[src/rtl/alu_share_arb_if.sv]
`timescale 1ns/1ps
// alu_share_arb_if
// Bundles the two request channels, the shared-ALU drive/return signals and
// the response channel of alu_share_arb.
//   slave  modport : the arbiter (takes requests, drives the ALU, returns responses)
//   master modport : the environment (requesters, the ALU itself, the consumer)
// Ports carried:
//   reqN_valid/reqN_ready/reqN_a/reqN_b/reqN_ctr  requester N channel (N = 0 EXU, 1 branch/CSR)
//   alu_a/alu_b/alu_ctr                           shared ALU operands and control
//   alu_out/alu_zero/alu_less                     shared ALU result and flags
//   rsp_valid/rsp_ready/rsp_id/rsp_result/rsp_zero/rsp_less  response channel
interface alu_share_arb_if #(
    parameter int DATA_WIDTH = 32,
    parameter int CTR_WIDTH  = 4
);
    logic                  req0_valid;
    logic                  req0_ready;
    logic [DATA_WIDTH-1:0] req0_a;
    logic [DATA_WIDTH-1:0] req0_b;
    logic [CTR_WIDTH-1:0]  req0_ctr;

    logic                  req1_valid;
    logic                  req1_ready;
    logic [DATA_WIDTH-1:0] req1_a;
    logic [DATA_WIDTH-1:0] req1_b;
    logic [CTR_WIDTH-1:0]  req1_ctr;

    logic [DATA_WIDTH-1:0] alu_a;
    logic [DATA_WIDTH-1:0] alu_b;
    logic [CTR_WIDTH-1:0]  alu_ctr;
    logic [DATA_WIDTH-1:0] alu_out;
    logic                  alu_zero;
    logic                  alu_less;

    logic                  rsp_valid;
    logic                  rsp_ready;
    logic                  rsp_id;
    logic [DATA_WIDTH-1:0] rsp_result;
    logic                  rsp_zero;
    logic                  rsp_less;

    modport slave (
        input  req0_valid, req0_a, req0_b, req0_ctr,
        output req0_ready,
        input  req1_valid, req1_a, req1_b, req1_ctr,
        output req1_ready,
        output alu_a, alu_b, alu_ctr,
        input  alu_out, alu_zero, alu_less,
        output rsp_valid, rsp_id, rsp_result, rsp_zero, rsp_less,
        input  rsp_ready
    );

    modport master (
        output req0_valid, req0_a, req0_b, req0_ctr,
        input  req0_ready,
        output req1_valid, req1_a, req1_b, req1_ctr,
        input  req1_ready,
        input  alu_a, alu_b, alu_ctr,
        output alu_out, alu_zero, alu_less,
        input  rsp_valid, rsp_id, rsp_result, rsp_zero, rsp_less,
        output rsp_ready
    );
endinterface

[src/rtl/alu_share_arb.sv]
`timescale 1ns/1ps
// alu_share_arb
// Shares one ALU between requester 0 (EXU) and requester 1 (branch/CSR helper).
// One operation is in flight at a time; contention is resolved round-robin.
// Default flow: IDLE --accept--> EXEC --> RESP --rsp handshake--> IDLE.
// In EXEC the latched operands drive the ALU and its outputs are captured
// into the response registers at the end of that cycle.
//
// Ports:
//   clk    system clock, rising edge
//   rst_n  asynchronous active-low reset
//   bus    alu_share_arb_if.slave : request, ALU and response channels
//
// Optional feature (macro ALU_SHARE_ARB_FASTPATH_EN):
//   EXEC is removed. While any requester is valid the granted requester's
//   inputs drive the ALU combinationally, and the result is captured on the
//   accept edge so the response is valid the next cycle.
//
// DATA_WIDTH and CTR_WIDTH must match the interface instance parameters.
module alu_share_arb #(
    parameter int DATA_WIDTH = 32,
    parameter int CTR_WIDTH  = 4
) (
    input  logic             clk,
    input  logic             rst_n,
    alu_share_arb_if.slave   bus
);

    localparam logic [1:0] ST_IDLE = 2'd0;
    localparam logic [1:0] ST_EXEC = 2'd1;
    localparam logic [1:0] ST_RESP = 2'd2;

`ifdef ALU_SHARE_ARB_FASTPATH_EN
    localparam logic [1:0] ST_AFTER_ACCEPT = ST_RESP;
`else
    localparam logic [1:0] ST_AFTER_ACCEPT = ST_EXEC;
`endif

    logic [1:0]            state_r;
    logic [1:0]            state_nxt_s;
    logic                  last_grant_r;
    logic                  grant_s;
    logic                  idle_s;
    logic                  req0_ready_s;
    logic                  req1_ready_s;
    logic                  accept_s;
    logic [DATA_WIDTH-1:0] sel_a_s;
    logic [DATA_WIDTH-1:0] sel_b_s;
    logic [CTR_WIDTH-1:0]  sel_ctr_s;

    logic                  rsp_id_r;
    logic [DATA_WIDTH-1:0] rsp_result_r;
    logic                  rsp_zero_r;
    logic                  rsp_less_r;

    // Round-robin grant: a lone valid requester wins; on contention the one
    // not granted last time wins (last_grant resets to 1, so requester 0 first).
    always_comb begin
        grant_s = 1'b0;
        if (bus.req0_valid && bus.req1_valid) begin
            grant_s = ~last_grant_r;
        end else if (bus.req1_valid) begin
            grant_s = 1'b1;
        end else begin
            grant_s = 1'b0;
        end
    end

    assign idle_s       = (state_r == ST_IDLE);
    assign req0_ready_s = idle_s & bus.req0_valid & ~grant_s;
    assign req1_ready_s = idle_s & bus.req1_valid &  grant_s;
    assign accept_s     = req0_ready_s | req1_ready_s;

    assign bus.req0_ready = req0_ready_s;
    assign bus.req1_ready = req1_ready_s;

    // Operand selection from the granted requester.
    always_comb begin
        sel_a_s   = bus.req0_a;
        sel_b_s   = bus.req0_b;
        sel_ctr_s = bus.req0_ctr;
        if (grant_s) begin
            sel_a_s   = bus.req1_a;
            sel_b_s   = bus.req1_b;
            sel_ctr_s = bus.req1_ctr;
        end else begin
            sel_a_s   = bus.req0_a;
            sel_b_s   = bus.req0_b;
            sel_ctr_s = bus.req0_ctr;
        end
    end

    // Next-state logic for the operation sequencer.
    always_comb begin
        state_nxt_s = state_r;
        case (state_r)
            ST_IDLE: begin
                if (accept_s) begin
                    state_nxt_s = ST_AFTER_ACCEPT;
                end else begin
                    state_nxt_s = ST_IDLE;
                end
            end
            ST_EXEC: begin
                state_nxt_s = ST_RESP;
            end
            ST_RESP: begin
                if (bus.rsp_ready) begin
                    state_nxt_s = ST_IDLE;
                end else begin
                    state_nxt_s = ST_RESP;
                end
            end
            default: begin
                state_nxt_s = ST_IDLE;
            end
        endcase
    end

    // State register and round-robin history (history moves on accept only).
    always_ff @(posedge clk or negedge rst_n) begin
        if (!rst_n) begin
            state_r      <= ST_IDLE;
            last_grant_r <= 1'b1;
        end else begin
            state_r <= state_nxt_s;
            if (accept_s) begin
                last_grant_r <= grant_s;
            end else begin
                last_grant_r <= last_grant_r;
            end
        end
    end

`ifdef ALU_SHARE_ARB_FASTPATH_EN
    logic                  any_valid_s;
    logic [DATA_WIDTH-1:0] alu_a_s;
    logic [DATA_WIDTH-1:0] alu_b_s;
    logic [CTR_WIDTH-1:0]  alu_ctr_s;

    assign any_valid_s = bus.req0_valid | bus.req1_valid;

    // ALU follows the granted requester; quiet add-of-zeros when nobody is valid.
    always_comb begin
        alu_a_s   = {DATA_WIDTH{1'b0}};
        alu_b_s   = {DATA_WIDTH{1'b0}};
        alu_ctr_s = {CTR_WIDTH{1'b0}};
        if (any_valid_s) begin
            alu_a_s   = sel_a_s;
            alu_b_s   = sel_b_s;
            alu_ctr_s = sel_ctr_s;
        end else begin
            alu_a_s   = {DATA_WIDTH{1'b0}};
            alu_b_s   = {DATA_WIDTH{1'b0}};
            alu_ctr_s = {CTR_WIDTH{1'b0}};
        end
    end

    assign bus.alu_a   = alu_a_s;
    assign bus.alu_b   = alu_b_s;
    assign bus.alu_ctr = alu_ctr_s;

    // Response capture on the accept edge; the ALU already sees the granted operands.
    always_ff @(posedge clk or negedge rst_n) begin
        if (!rst_n) begin
            rsp_id_r     <= 1'b0;
            rsp_result_r <= {DATA_WIDTH{1'b0}};
            rsp_zero_r   <= 1'b0;
            rsp_less_r   <= 1'b0;
        end else if (accept_s) begin
            rsp_id_r     <= grant_s;
            rsp_result_r <= bus.alu_out;
            rsp_zero_r   <= bus.alu_zero;
            rsp_less_r   <= bus.alu_less;
        end else begin
            rsp_id_r     <= rsp_id_r;
            rsp_result_r <= rsp_result_r;
            rsp_zero_r   <= rsp_zero_r;
            rsp_less_r   <= rsp_less_r;
        end
    end
`else
    logic                  op_id_r;
    logic [DATA_WIDTH-1:0] alu_a_r;
    logic [DATA_WIDTH-1:0] alu_b_r;
    logic [CTR_WIDTH-1:0]  alu_ctr_r;

    // The ALU drive registers double as the operand latch: loaded on accept,
    // visible for exactly the EXEC cycle, then returned to the quiet zero value.
    always_ff @(posedge clk or negedge rst_n) begin
        if (!rst_n) begin
            op_id_r   <= 1'b0;
            alu_a_r   <= {DATA_WIDTH{1'b0}};
            alu_b_r   <= {DATA_WIDTH{1'b0}};
            alu_ctr_r <= {CTR_WIDTH{1'b0}};
        end else if (accept_s) begin
            op_id_r   <= grant_s;
            alu_a_r   <= sel_a_s;
            alu_b_r   <= sel_b_s;
            alu_ctr_r <= sel_ctr_s;
        end else if (state_r == ST_EXEC) begin
            op_id_r   <= op_id_r;
            alu_a_r   <= {DATA_WIDTH{1'b0}};
            alu_b_r   <= {DATA_WIDTH{1'b0}};
            alu_ctr_r <= {CTR_WIDTH{1'b0}};
        end else begin
            op_id_r   <= op_id_r;
            alu_a_r   <= alu_a_r;
            alu_b_r   <= alu_b_r;
            alu_ctr_r <= alu_ctr_r;
        end
    end

    assign bus.alu_a   = alu_a_r;
    assign bus.alu_b   = alu_b_r;
    assign bus.alu_ctr = alu_ctr_r;

    // Response capture at the end of EXEC; held through RESP backpressure.
    always_ff @(posedge clk or negedge rst_n) begin
        if (!rst_n) begin
            rsp_id_r     <= 1'b0;
            rsp_result_r <= {DATA_WIDTH{1'b0}};
            rsp_zero_r   <= 1'b0;
            rsp_less_r   <= 1'b0;
        end else if (state_r == ST_EXEC) begin
            rsp_id_r     <= op_id_r;
            rsp_result_r <= bus.alu_out;
            rsp_zero_r   <= bus.alu_zero;
            rsp_less_r   <= bus.alu_less;
        end else begin
            rsp_id_r     <= rsp_id_r;
            rsp_result_r <= rsp_result_r;
            rsp_zero_r   <= rsp_zero_r;
            rsp_less_r   <= rsp_less_r;
        end
    end
`endif

    assign bus.rsp_valid  = (state_r == ST_RESP);
    assign bus.rsp_id     = rsp_id_r;
    assign bus.rsp_result = rsp_result_r;
    assign bus.rsp_zero   = rsp_zero_r;
    assign bus.rsp_less   = rsp_less_r;

endmodule

[src/flat_wrapper.sv]
// flat-port wrapper written by rule: the top's interface ports become plain ports
module alu_share_arb_flat 
#(
    parameter int DATA_WIDTH = 32,
    parameter int CTR_WIDTH  = 4
)
  (clk, rst_n, bus_req0_valid, bus_req0_a, bus_req0_b, bus_req0_ctr, bus_req0_ready, bus_req1_valid, bus_req1_a, bus_req1_b, bus_req1_ctr, bus_req1_ready, bus_alu_a, bus_alu_b, bus_alu_ctr, bus_alu_out, bus_alu_zero, bus_alu_less, bus_rsp_valid, bus_rsp_id, bus_rsp_result, bus_rsp_zero, bus_rsp_less, bus_rsp_ready);
  alu_share_arb_if #(.DATA_WIDTH(DATA_WIDTH), .CTR_WIDTH(CTR_WIDTH)) bus_i ();
  input  logic clk;
  input  logic rst_n;
  input wire logic [$bits(bus_i.req0_valid)-1:0] bus_req0_valid;
  input wire logic [$bits(bus_i.req0_a)-1:0] bus_req0_a;
  input wire logic [$bits(bus_i.req0_b)-1:0] bus_req0_b;
  input wire logic [$bits(bus_i.req0_ctr)-1:0] bus_req0_ctr;
  output wire logic [$bits(bus_i.req0_ready)-1:0] bus_req0_ready;
  input wire logic [$bits(bus_i.req1_valid)-1:0] bus_req1_valid;
  input wire logic [$bits(bus_i.req1_a)-1:0] bus_req1_a;
  input wire logic [$bits(bus_i.req1_b)-1:0] bus_req1_b;
  input wire logic [$bits(bus_i.req1_ctr)-1:0] bus_req1_ctr;
  output wire logic [$bits(bus_i.req1_ready)-1:0] bus_req1_ready;
  output wire logic [$bits(bus_i.alu_a)-1:0] bus_alu_a;
  output wire logic [$bits(bus_i.alu_b)-1:0] bus_alu_b;
  output wire logic [$bits(bus_i.alu_ctr)-1:0] bus_alu_ctr;
  input wire logic [$bits(bus_i.alu_out)-1:0] bus_alu_out;
  input wire logic [$bits(bus_i.alu_zero)-1:0] bus_alu_zero;
  input wire logic [$bits(bus_i.alu_less)-1:0] bus_alu_less;
  output wire logic [$bits(bus_i.rsp_valid)-1:0] bus_rsp_valid;
  output wire logic [$bits(bus_i.rsp_id)-1:0] bus_rsp_id;
  output wire logic [$bits(bus_i.rsp_result)-1:0] bus_rsp_result;
  output wire logic [$bits(bus_i.rsp_zero)-1:0] bus_rsp_zero;
  output wire logic [$bits(bus_i.rsp_less)-1:0] bus_rsp_less;
  input wire logic [$bits(bus_i.rsp_ready)-1:0] bus_rsp_ready;
  assign bus_i.req0_valid = bus_req0_valid;
  assign bus_i.req0_a = bus_req0_a;
  assign bus_i.req0_b = bus_req0_b;
  assign bus_i.req0_ctr = bus_req0_ctr;
  assign bus_req0_ready = bus_i.req0_ready;
  assign bus_i.req1_valid = bus_req1_valid;
  assign bus_i.req1_a = bus_req1_a;
  assign bus_i.req1_b = bus_req1_b;
  assign bus_i.req1_ctr = bus_req1_ctr;
  assign bus_req1_ready = bus_i.req1_ready;
  assign bus_alu_a = bus_i.alu_a;
  assign bus_alu_b = bus_i.alu_b;
  assign bus_alu_ctr = bus_i.alu_ctr;
  assign bus_i.alu_out = bus_alu_out;
  assign bus_i.alu_zero = bus_alu_zero;
  assign bus_i.alu_less = bus_alu_less;
  assign bus_rsp_valid = bus_i.rsp_valid;
  assign bus_rsp_id = bus_i.rsp_id;
  assign bus_rsp_result = bus_i.rsp_result;
  assign bus_rsp_zero = bus_i.rsp_zero;
  assign bus_rsp_less = bus_i.rsp_less;
  assign bus_i.rsp_ready = bus_rsp_ready;
  alu_share_arb #(.DATA_WIDTH(DATA_WIDTH), .CTR_WIDTH(CTR_WIDTH)) u_core (.clk(clk), .rst_n(rst_n), .bus(bus_i));
endmodule
[config.mk]
export PLATFORM = sky130hd
export DESIGN_NAME = alu_share_arb_flat
export DESIGN_NICKNAME = d
export VERILOG_FILES = /design/src/rtl/alu_share_arb_if.sv /design/src/rtl/alu_share_arb.sv /design/src/flat_wrapper.sv
export SDC_FILE = /design/constraint.sdc
export NUM_CORES = 1
export LEC_CHECK = 0
export CAP_MARGIN = 25
export CELL_PAD_IN_SITES_DETAIL_PLACEMENT = 1
export CELL_PAD_IN_SITES_GLOBAL_PLACEMENT = 1
export CORE_MARGIN = 4
export CORE_UTILIZATION = 50
export CTS_CLUSTER_SIZE = 16
export DETAILED_ROUTE_END_ITERATION = 10
export DONT_BUFFER_PORTS = 1
export HOLD_SLACK_MARGIN = 0.08
export PLACE_DENSITY = 0.91
export SLEW_MARGIN = 20
export SYNTH_ARGS = -nofsm -noshare
export SYNTH_HDL_FRONTEND = slang
export SYNTH_SLANG_ARGS = --single-unit
[constraint.sdc]
create_clock -name clk -period 2.9 [get_ports clk]
set_input_delay 0.58 -clock clk [delete_from_list [all_inputs] [get_ports clk]]
set_output_delay 0.58 -clock clk [all_outputs]
set_load 0.02 [all_outputs]
==> impl_results.md, run 1 <==
- Status: finished with violations
- Failing checks: negative hold slack
- Vias in the first global route: 3860
- Setup tns final: 0 ns
- Relative slew slack: 58.93%
- Initial Utilization: 52.15%
- Switching power: 0.003137 W
- Layout Skew: 0.008537 ns
- DR vias: 3479
- Int Power: 0.003403 W
- Number of cell rows: 36
- Clock Latency Late Sink: 0.37 ns
- RSZ-0062 raised after global routing: false
- Worst reg2reg path depth: 5
- CP Capture Type: output pin
- Final Worst Setup Slack: 0.5955 ns
- Yosys warnings: 0
- Sequential share of the synthesized area: 51.84%
- Critical Path, Cell by Cell: or3b_1, nor2_1
- Slew @ Worst Pin: 0.6161 ns
- Synthesized Nets: 612
- Max Fclk: 433.9 MHz
- Total GRT Usage: 23.39%
- PwrDens: 1212 nW/um^2
- Max-cap violations: 0
- Via density per instance: 6.201
- Distinct cells, synth: 29
- Initial antenna violation count: 2
- Final-report hold violation count: 106
- Global-route wire length before repair: 21230 um
- PortBufs: 0
- Die width: 109.7 um
- DR iter-0 viols: 213
- I/O pins: 281
- Logic pwr share: 31.7%
- Routed WL: 14560 um
- CTS tree: built
- Nets: 596
- Clock slew at reported path FFs: 0.11 ns
- Setup WS pre-CTS: 0.9471 ns
- Lkg Pwr: 2.382 nW
- Setup Fix Bufs, Post-CTS: 0
- DRC violations left: 0
- Die ar.: 12030 um^2
- #FFs+latches synth: 107
- Routability cong.: 0.7410
- Fillers: 1029
- Clock power share: 13.5%
- Antenna viol nets, final: 0
- HPWL after detailed placement: 10880 um
- Crit-path max FO: 6
- H-tree levels: 3
- Slowest-stage cell, CP: dfrtp_1
- Critical path data arrival time: 1.72 ns
- Final setup vio count: 0
- Clk root buf: clkbuf_8
- Switching Share: 47.96%
- Synth Cell Area: 5167 um^2
- Worst setup SP type: flop
- Average wire per standard cell: 25.96 um
- CP Data Required Time: 2.32 ns
- Post-CTS resize count: 0
- Post-Route Hold Slack: -0.1182 ns
- Part of the power in registers: 54.8%
- Fin. max-slew vios: 0
- Die Height: 109.7 um
- Core Region: 9910 um^2
- Crit share post-route: 79.47%
- Layout Area Growth over Synthesis: 4.455%
- Crit-path max cell delay: 0.51 ns
- Setup CP Type: flop to output pin
- Largest net degree at the start of global routing: 108
- Gate Count Post-Synth: 437
- GRT overflow: 0
- Peak supply drop: 0.0006594 V
- HP Class: input port to async pin
- Avg Inst Size Synth: 11.82 um^2
- Total CTS buffers: 9
- CTS sink count: 107
- Max clock buf depth: 2
- Detailed Routing Iterations Pass 1: 7
- Share of cells above drive strength 1: 19.72%
- Tmin final: 2.305 ns
==> worst paths after layout <==
path,slack (ns),startpoint,endpoint
worst max-delay path,0.60,u_core.state_r[0],bus_req0_ready
worst min-delay path,-0.12,rst_n,u_core.bus.rsp_result[13]
worst max register to register,0.99,u_core.state_r[1],u_core.bus.alu_a[31]
max in group asynchronous,2.80,rst_n,u_core.last_grant_r
worst min register to register,0.50,u_core.op_id_r,u_core.op_id_r
min in group clk,0.30,bus_rsp_ready,u_core.state_r[1]
==> power groups by stage <==
stage | clock [W] | sequential (W) | combinational, W
CTS | 0.000896 | 0.00361 | 0.00211
global placement | 0 | 0.00358 | 0.00196
global route | 0.000960 | 0.00367 | 0.00228
detailed placement | 0 | 0.00363 | 0.00212
floorplan | 0 | 0.00337 | 0.00176
finish | 0.000883 | 0.00358 | 0.00207
==> routing by layer <==
| metal | vias to the layer above | track usage [%] | routed length (um) |
|---|---|---|---|
| met5 | - | 0 | 0 |
| met4 | 0 | 8.281 | 289 |
| met3 | 22 | 9.395 | 1669 |
| met2 | 185 | 42.11 | 7664 |
| met1 | 1758 | 24.57 | 4939 |
| li1 | 1514 | - | - |
==> layout by cell type, fill, tap and decap left out <==
cell type and n:
nor3_4 1, nand2b_2 1, diode_2 2, clkbuf_8 10, o21ai_0 33, o31ai_2 29
a21o_1 1, dfstp_2 1, a21boi_4 1, a21bo_4 1, or3b_1 1, mux2_1 35
inv_2 1, nor3_2 1, mux2i_1 62, a21oi_2 10, buf_4 9, inv_1 1
nand2b_1 1, nand2_1 33, nor2_4 1, clkinvlp_4 4, inv_6 2, buf_12 1
a21oi_1 27, o21ai_1 6, nor2_2 10, o31ai_1 8, nor2_1 28, o21ai_4 1
dfrtp_1 106
==> critical path, delay by kind of cell, from the launching register on <==
kind,cells,cell delay [ns]
DFF,1,0.51
and+or+nand+nor,2,0.85
==> registers in the layout, summed over array words and instances (netlist names), 2 cells and up <==
signal,count
u_core.state_r,2
u_core.bus.alu_ctr,4
u_core.bus.rsp_result,32
u_core.bus.alu_a,32
u_core.bus.alu_b,32
==> stage by stage <==
step,power (W),util [%],cells,instance area [um^2]
floorplan,0.005132,-,437,5167
global placement,0.005539,52.55,543,5207
detailed placement,0.005749,52.55,543,5207
CTS,0.006621,54.42,559,5393
global route,0.006913,54.47,561,5398
finish,0.006540,54.47,561,5398
==> cell type report <==
| cell class | instances | area [um^2] | area share (%) |
|---|---|---|---|
| diodes | 2 | 5.005 | 0.09272 |
| well taps | 133 | 166.4 | 3.083 |
| clock inverters | 6 | 47.55 | 0.8809 |
| clock buffers | 10 | 137.6 | 2.550 |
| multi-input cells | 291 | 2267 | 42.00 |
| repair buffers | 10 | 87.58 | 1.623 |
| flip-flops and latches | 107 | 2679 | 49.63 |
| inverters | 2 | 7.507 | 0.1391 |
==> synth_stat cells, drive strengths merged <==
library cell	n	area (um^2)
nand2	33	123.9
inv	2	7.500
a21boi	1	7.510
nor2	39	173.9
or3b	1	8.760
nor3	2	26.28
a21bo	1	10.01
dfstp	1	26.28
a21o	1	7.510
o21ai	40	204.0
nand2b	2	12.51
mux2	35	394.1
mux2i	62	620.6
a21oi	37	222.7
dfrtp	106	2653
buf	30	220.2
clkbuf	7	26.28
o31ai	37	422.9
==> kinds of logic after synthesis <==
family	after synthesis	share of synthesized area [%]
buffers and inverters	39	4.915
AOI/OAI and AO/OA	117	16.93
DFF	107	51.84
muxes	97	19.64
and+or+nand+nor	77	6.683
Power figures use the tool's default switching activity.
==> run 2: changes to the inputs <==
CORE_UTILIZATION = 42   (was 50)
PLACE_DENSITY = 0.82   (was 0.91)
clock period = 1.93 ns   (was 2.9 ns; I/O delays follow)
==> run 2 against run 1 <==
  * The run still ends with negative hold slack left
  * Setup slack got worse by 0.54 ns
  * Final area grew 3.9%
  * Clock skew increased by 0.00070 ns
  * Register-to-register slack lost 0.65 ns
  * Die area rose by 18%
  * Combinational power up 53%
  * Via count fell by 2.5%
  * Cell count is 2.5% higher
  * Global-route usage is 4.3 points lower
  * Hold slack got worse by 0.14 ns
  * Non-clock buffer count up 3
  * Routed wire length is 5.5% lower
  * Critical path type unchanged
==> impl_results.md, run 2 (same netlist as run 1, synthesis figures left out) <==
- Slew @ Worst Pin: 0.5738 ns (-0.04236 ns)
- Share of cells above drive strength 1: 20.56% (+0.84 points)
- Die width: 118.9 um (+8.4%)
- GRT overflow: 0 (unchanged)
- CTS tree: built
- Initial antenna violation count: 0 (-2)
- Met3 wire length: 1270 um (-24%)
- Relative slew slack: 61.75% (+2.8 points)
- Crit-path max FO: 6 (unchanged)
- DRC violations left: 0 (unchanged)
- Total power draw: 0.01052 W (+61%)
- Nets: 599 (+0.50%)
- Core Region: 12010 um^2 (+21%)
- Max-cap violations: 0 (unchanged)
- Met2 WL: 7077 um (-7.7%)
- Final setup vio count: 0 (unchanged)
- Fillers: 1262 (+23%)
- Core Util, Final: 46.71% (-7.8 points)
- CP Data Required Time: 1.54 ns (-0.78 ns)
- Clk root buf: clkbuf_16
- PortBufs: 0 (unchanged)
- HP Class: input port to async pin
- Global-route wire length before repair: 21650 um (+1.9%)
- Worst setup SP type: flop
- Clock slew at reported path FFs: 0.07 ns (-0.04 ns)
- Crit share post-route: 97.14%
- Setup CP Type: flop to output pin
- Slowest-stage cell, CP: dfrtp_2
- Critical Path, Cell by Cell: or3b_1, nor2_1, buf_4
- Die ar.: 14140 um^2 (+18%)
- Via density per instance: 5.901 (-4.8%)
- Final-report hold violation count: 107 (+0.94%)
- Max Fclk: 533.4 MHz
- CP delay by family, top: simple AND/OR/NAND/NOR gates
- Highest routed layer: met4
- CTS sink count: 107 (unchanged)
- DR vias: 3393 (-2.5%)
- Detailed Routing Iterations Pass 1: 4 (-3)
- Max clock buf depth: 2 (unchanged)
- Post-route non-filler standard cell count: 575 (+2.5%)
- Layout Skew: 0.009235 ns (+0.0006977 ns)
- Post-Route Hold Slack: -0.2620 ns (-0.1437 ns)
- Crit-path max cell delay: 0.48 ns (-0.03 ns)
- Die Height: 118.9 um (+8.4%)
- Largest net degree at the start of global routing: 108 (unchanged)
- Average wire per standard cell: 23.94 um (-7.8%)
- H-tree levels: 3 (unchanged)
- Fin. max-slew vios: 0 (unchanged)
- Routed WL: 13770 um (-5.5%)
- Lkg Pwr: 2.485 nW (+4.3%)
- PwrDens: 1876 nW/um^2 (+55%)
- Tmin final: 1.875 ns
- HPWL after detailed placement: 10200 um (-6.2%)
- Total CTS buffers: 9 (unchanged)
- Layout Area Growth over Synthesis: 8.571%
- Critical path data arrival time: 1.49 ns (-0.23 ns)
- Antenna viol nets, final: 0 (unchanged)
- CP Capture Type: output pin
- Most frequent cells in the layout: dfrtp_1, mux2i_1, mux2_1, o21ai_0, nand2_1
- WP buf/inv: 1 (+1)
- Routability cong.: 0.7468 (+0.78%)
- I/O pins: 281 (unchanged)
- Commonest non-fill, non-tap cell in the layout: dfrtp_1
- Total GRT Usage: 19.13% (-4.3 points)
- Peak supply drop: 0.0008270 V (+25%)
- Area of the multi-input gates: 2267 um^2 (unchanged)
- Failing checks: negative hold slack
- DR iter-0 viols: 122 (-43%)
- Number of cell rows: 40 (+11%)
- Met1 WL: 5204 um (+5.4%)
- Setup tns final: 0 ns (unchanged)
- Sequential Area: 2681 um^2 (about the same)
- Placed insts: 560 (+3.1%)
- Status: finished with violations
- Clock Latency Late Sink: 0.34 ns (-0.03 ns)
- # diodes: 0 (-2)
- Initial Utilization: 43.02% (-9.1 points)
- RSZ-0062 raised after global routing: false
- Vias in the first global route: 3879 (+0.49%)
## run 2: changes by cell type in the layout (fill, tap and decap cells not counted), moves of 2 or more
cell,delta
clkbuf_8,-10
clkbuf_16,+9
clkinvlp_4,-4
buf_12,+3
bufinv_16,+2
clkinv_4,+2
dfrtp_1,-2
dfrtp_2,+2
diode_2,-2
## run 2: worst reg2reg max path, stage by stage (launching register included)
cell,delay [ns]
dfstp_2,0.59
a21bo_4,0.17
buf_4,0.40
nor2_1,0.13
o31ai_1,0.21
## run 2: what timing repair did
item                                    in CTS  in global routing
setup buffers                                0                  0
gates resized for setup                      1                  1
hold endpoints to repair                   107                107
endpoints found under the setup margin       1                  1
## run 2: final cells by class
type / instances / area share [%]
Clock buffer: 9 / 4.014
Timing Repair Buffer: 13 / 2.632
Sequential cell: 107 / 47.79
Tap cell: 147 / 3.278
Multi-Input combinational cell: 291 / 40.41
Inverter: 2 / 0.1338
Clock inverter: 6 / 1.740
## run 2: metrics by stage
stage,setup slack (ns),instance area (um^2)
2_1_floorplan,0.2432,5167
3_3_place_gp,0.3778,5285
3_5_place_dp,0.3266,5285
4_1_cts,0.01331,5609
5_1_grt,0.0006107,5610
6_report,0.05526,5610
## run 2: power by group
part           switching [W]  internal (W)  total (W)
clock network       0.000843       0.00115    0.00199
logic                0.00177       0.00138    0.00316
registers            0.00208       0.00330    0.00537
total                0.00469       0.00583     0.0105
## run 2: path summary, 6_finish.rpt
check	start	end	slack, ns	depth (start not counted)
setup / recovery	u_core.state_r[0]	bus_req0_ready	0.06	3
hold / removal	rst_n	u_core.bus.alu_b[1]	-0.26	0
setup reg to reg	u_core.last_grant_r	u_core.bus.alu_a[8]	0.34	4
hold reg to reg	u_core.last_grant_r	u_core.last_grant_r	0.51	2
max in group asynchronous	rst_n	u_core.bus.alu_a[28]	1.99	0
min in group clk	bus_req1_valid	u_core.last_grant_r	0.15	2
## run 2: per-layer routing
layer / global-route usage [%] / up-vias
met5: 0 / -
met4: 6.300 / 0
met3: 6.220 / 17
met2: 33.53 / 188
met1: 22.05 / 1678
li1: - / 1510
==> run 3: changes to the inputs <==
BUFFER_PORTS_ARGS = -buffer_cell sky130_fd_sc_hd__clkbuf_2   (was unset)
CAP_MARGIN = 20   (was 25)
CORE_UTILIZATION = 30   (was 42)
DONT_BUFFER_PORTS = unset   (was 1)
PLACE_DENSITY = 0.83   (was 0.82)
==> run 3 against run 2 <==
  * Core utilization fell by 3.9 points
  * Highest routed layer unchanged
  * Hold slack better by 0.51 ns
  * The run now ends clean
  * Largest power group is now combinational logic
  * Critical path depth unchanged
  * Die area up 37%
  * Final area up 28%
  * Cell count increased by 63%
  * Combinational power rose by 89%
  * Routed wire length rose by 22%
  * Total power grew 10%
  * Register-to-register slack worse by 0.08 ns
==> impl_results.md, run 3 (same netlist as run 1, synthesis figures left out) <==
- Status: finished clean
- Part of the power in registers: 33.4% (-18 points)
- CP Data Required Time: 1.54 ns (about the same)
- Nets: 885 (+48%)
- Commonest non-fill, non-tap cell in the layout: clkbuf_2
- CTS tree: built
- Lkg Pwr: 3.683 nW (+48%)
- Max clock buf depth: 2 (unchanged)
- Routability cong.: 0.7782 (+4.2%)
- Number of cell rows: 47 (+18%)
- Setup tns final: 0 ns (unchanged)
- Setup CP Type: flop to output pin
- Reg2reg start: u_core.last_grant_r
- Total CTS buffers: 9 (unchanged)
- PortBufs: 280 (+280)
- Detailed Routing Iterations Pass 1: 4 (unchanged)
- Setup WS pre-CTS: 0.1633 ns (-0.1633 ns)
- Initial antenna violation count: 0 (unchanged)
- RSZ-0062 raised after global routing: false
- Peak supply drop: 0.0006194 V (-25%)
- Clock power share: 15.2% (-3.7 points)
- HP Class: input port to flop
- Antenna viol nets, final: 0 (unchanged)
- Global-route wire length before repair: 26620 um (+23%)
- Fin. max-slew vios: 0 (unchanged)
- FF-to-FF End: u_core.bus.alu_a[9]
- Clock slew at reported path FFs: 0.07 ns (about the same)
- Vias in the first global route: 4926 (+27%)
- Via density per instance: 4.804 (-19%)
- Final Worst Setup Slack: 0.07332 ns (+0.01806 ns)
- Logic pwr share: 51.5% (+22 points)
- Max Fclk: 538.6 MHz (+0.97%)
- Switching power: 0.005108 W (+8.8%)
- Die Height: 139.2 um (+17%)
- Average wire per standard cell: 18.00 um (-25%)
- Total GRT Usage: 17.07% (-2.1 points)
- Slew @ Worst Pin: 0.4433 ns (-0.1305 ns)
- Clock Latency Late Sink: 0.35 ns (about the same)
- Core Region: 16760 um^2 (+40%)
- Switching Share: 44.03% (-0.58 points)
- Crit path from: u_core.state_r[1]
- Share of cells above drive strength 1: 52.17% (+32 points)
- PwrDens: 1617 nW/um^2 (-14%)
- Final-report hold violation count: 0 (-100%)
- CTS sink count: 107 (unchanged)
- Crit-path max FO: 5 (-1)
- Die ar.: 19390 um^2 (+37%)
- Relative slew slack: 70.45% (+8.7 points)
- Fillers: 1971 (+56%)
- DRC violations left: 0 (unchanged)
- Max-cap violations: 0 (unchanged)
- Tmin final: 1.857 ns (-0.01806 ns)
- CP Capture Point: bus_req0_ready
- Worst reg2reg path depth: 4 (unchanged)
- Int Power: 0.006493 W (+11%)
- CP Capture Type: output pin
- HPWL after detailed placement: 13040 um (+28%)
- DR iter-0 viols: 144 (+18%)
- Final setup vio count: 0 (unchanged)
- Clk root buf: clkbuf_16
- Initial Utilization: 30.83% (-12 points)
- Crit share post-route: 96.20% (-0.94 points)
- Largest net degree at the start of global routing: 58 (-46%)
- Layout Area Growth over Synthesis: 38.84%
- # diodes: 0 (unchanged)
- Worst setup SP type: flop
- DR vias: 4492 (+32%)
- Die width: 139.2 um (+17%)
- Routed WL: 16830 um (+22%)
- Most frequent cells in the layout: clkbuf_2, dfrtp_1, mux2i_1, mux2_1
- GRT overflow: 0 (unchanged)
- Critical path data arrival time: 1.47 ns (-0.02 ns)
- FF-to-FF setup slack: 0.26 ns (-0.08 ns)
- Layout Skew: 0.006066 ns (-0.003169 ns)
- H-tree levels: 3 (unchanged)
- I/O pins: 281 (unchanged)
## run 3: layout make-up
| type | instances | area, um^2 | share of cell area [%] |
|---|---|---|---|
| inverters | 2 | 7.507 | 0.1046 |
| well taps | 220 | 275.3 | 3.837 |
| clock buffers | 13 | 250.2 | 3.488 |
| flip-flops and latches | 107 | 2681 | 37.37 |
| multi-input cells | 291 | 2272 | 31.67 |
| repair buffers | 299 | 1664 | 23.20 |
| clock inverters | 3 | 23.77 | 0.3314 |
## run 3: how the worst min path moves through the flow
stage,cells after the start,start,slack [ns],endpoint
floorplan,0,rst_n,0.09,u_core.bus.alu_a[0]
global placement,2,rst_n,0.41,u_core.bus.alu_b[14]
detailed placement,2,rst_n,0.41,u_core.bus.alu_b[14]
CTS,2,bus_alu_out[14],0.23,u_core.bus.rsp_result[14]
global route,2,bus_alu_out[9],0.23,u_core.bus.rsp_result[9]
finish,2,bus_alu_out[14],0.24,u_core.bus.rsp_result[14]
## run 3: power groups by stage
stage	clock network (W)	logic, W	registers [W]
after global placement	0	0.00587	0.00388
after global routing	0.00192	0.00644	0.00402
final	0.00176	0.00597	0.00387
after detailed placement	0	0.00602	0.00394
after floorplan	0	0.00265	0.00507
after CTS	0.00183	0.00606	0.00389
## run 3: what timing repair did
action	in CTS	in global routing
setup endpoints to repair	1	1
setup buffers	1	1
resized for setup	4	1
pin swaps	0	0
hold endpoints to repair	106	0
hold buffers	1	0
## run 3: critical path, cell delays in order (launching register included)
cell      delay (ns)
dfrtp_2         0.43
or3b_4          0.41
nor2_2          0.10
clkbuf_4        0.18
## run 3: routing by layer
layer | part of all wire [%] | vias to the layer above | GRT usage (%)
met4 | 1.6 | 0 | 4.531
met5 | 0 | - | 0
met1 | 38 | 2190 | 19.12
met2 | 52 | 189 | 30.81
met3 | 8.3 | 20 | 6.003
li1 | - | 2093 | -
## run 3: metrics by stage
step	power, W	utilization, %	hold WS [ns]	cells	instance area, um^2
3_5_place_dp	0.009954	40.96	0.4126	916	6865
6_report	0.01160	42.81	0.2440	935	7174
4_1_cts	0.01178	42.75	0.2267	934	7164
2_1_floorplan	0.007711	-	0.09041	437	5167
3_3_place_gp	0.009745	40.96	0.4104	916	6865
5_1_grt	0.01238	42.81	0.2306	935	7174
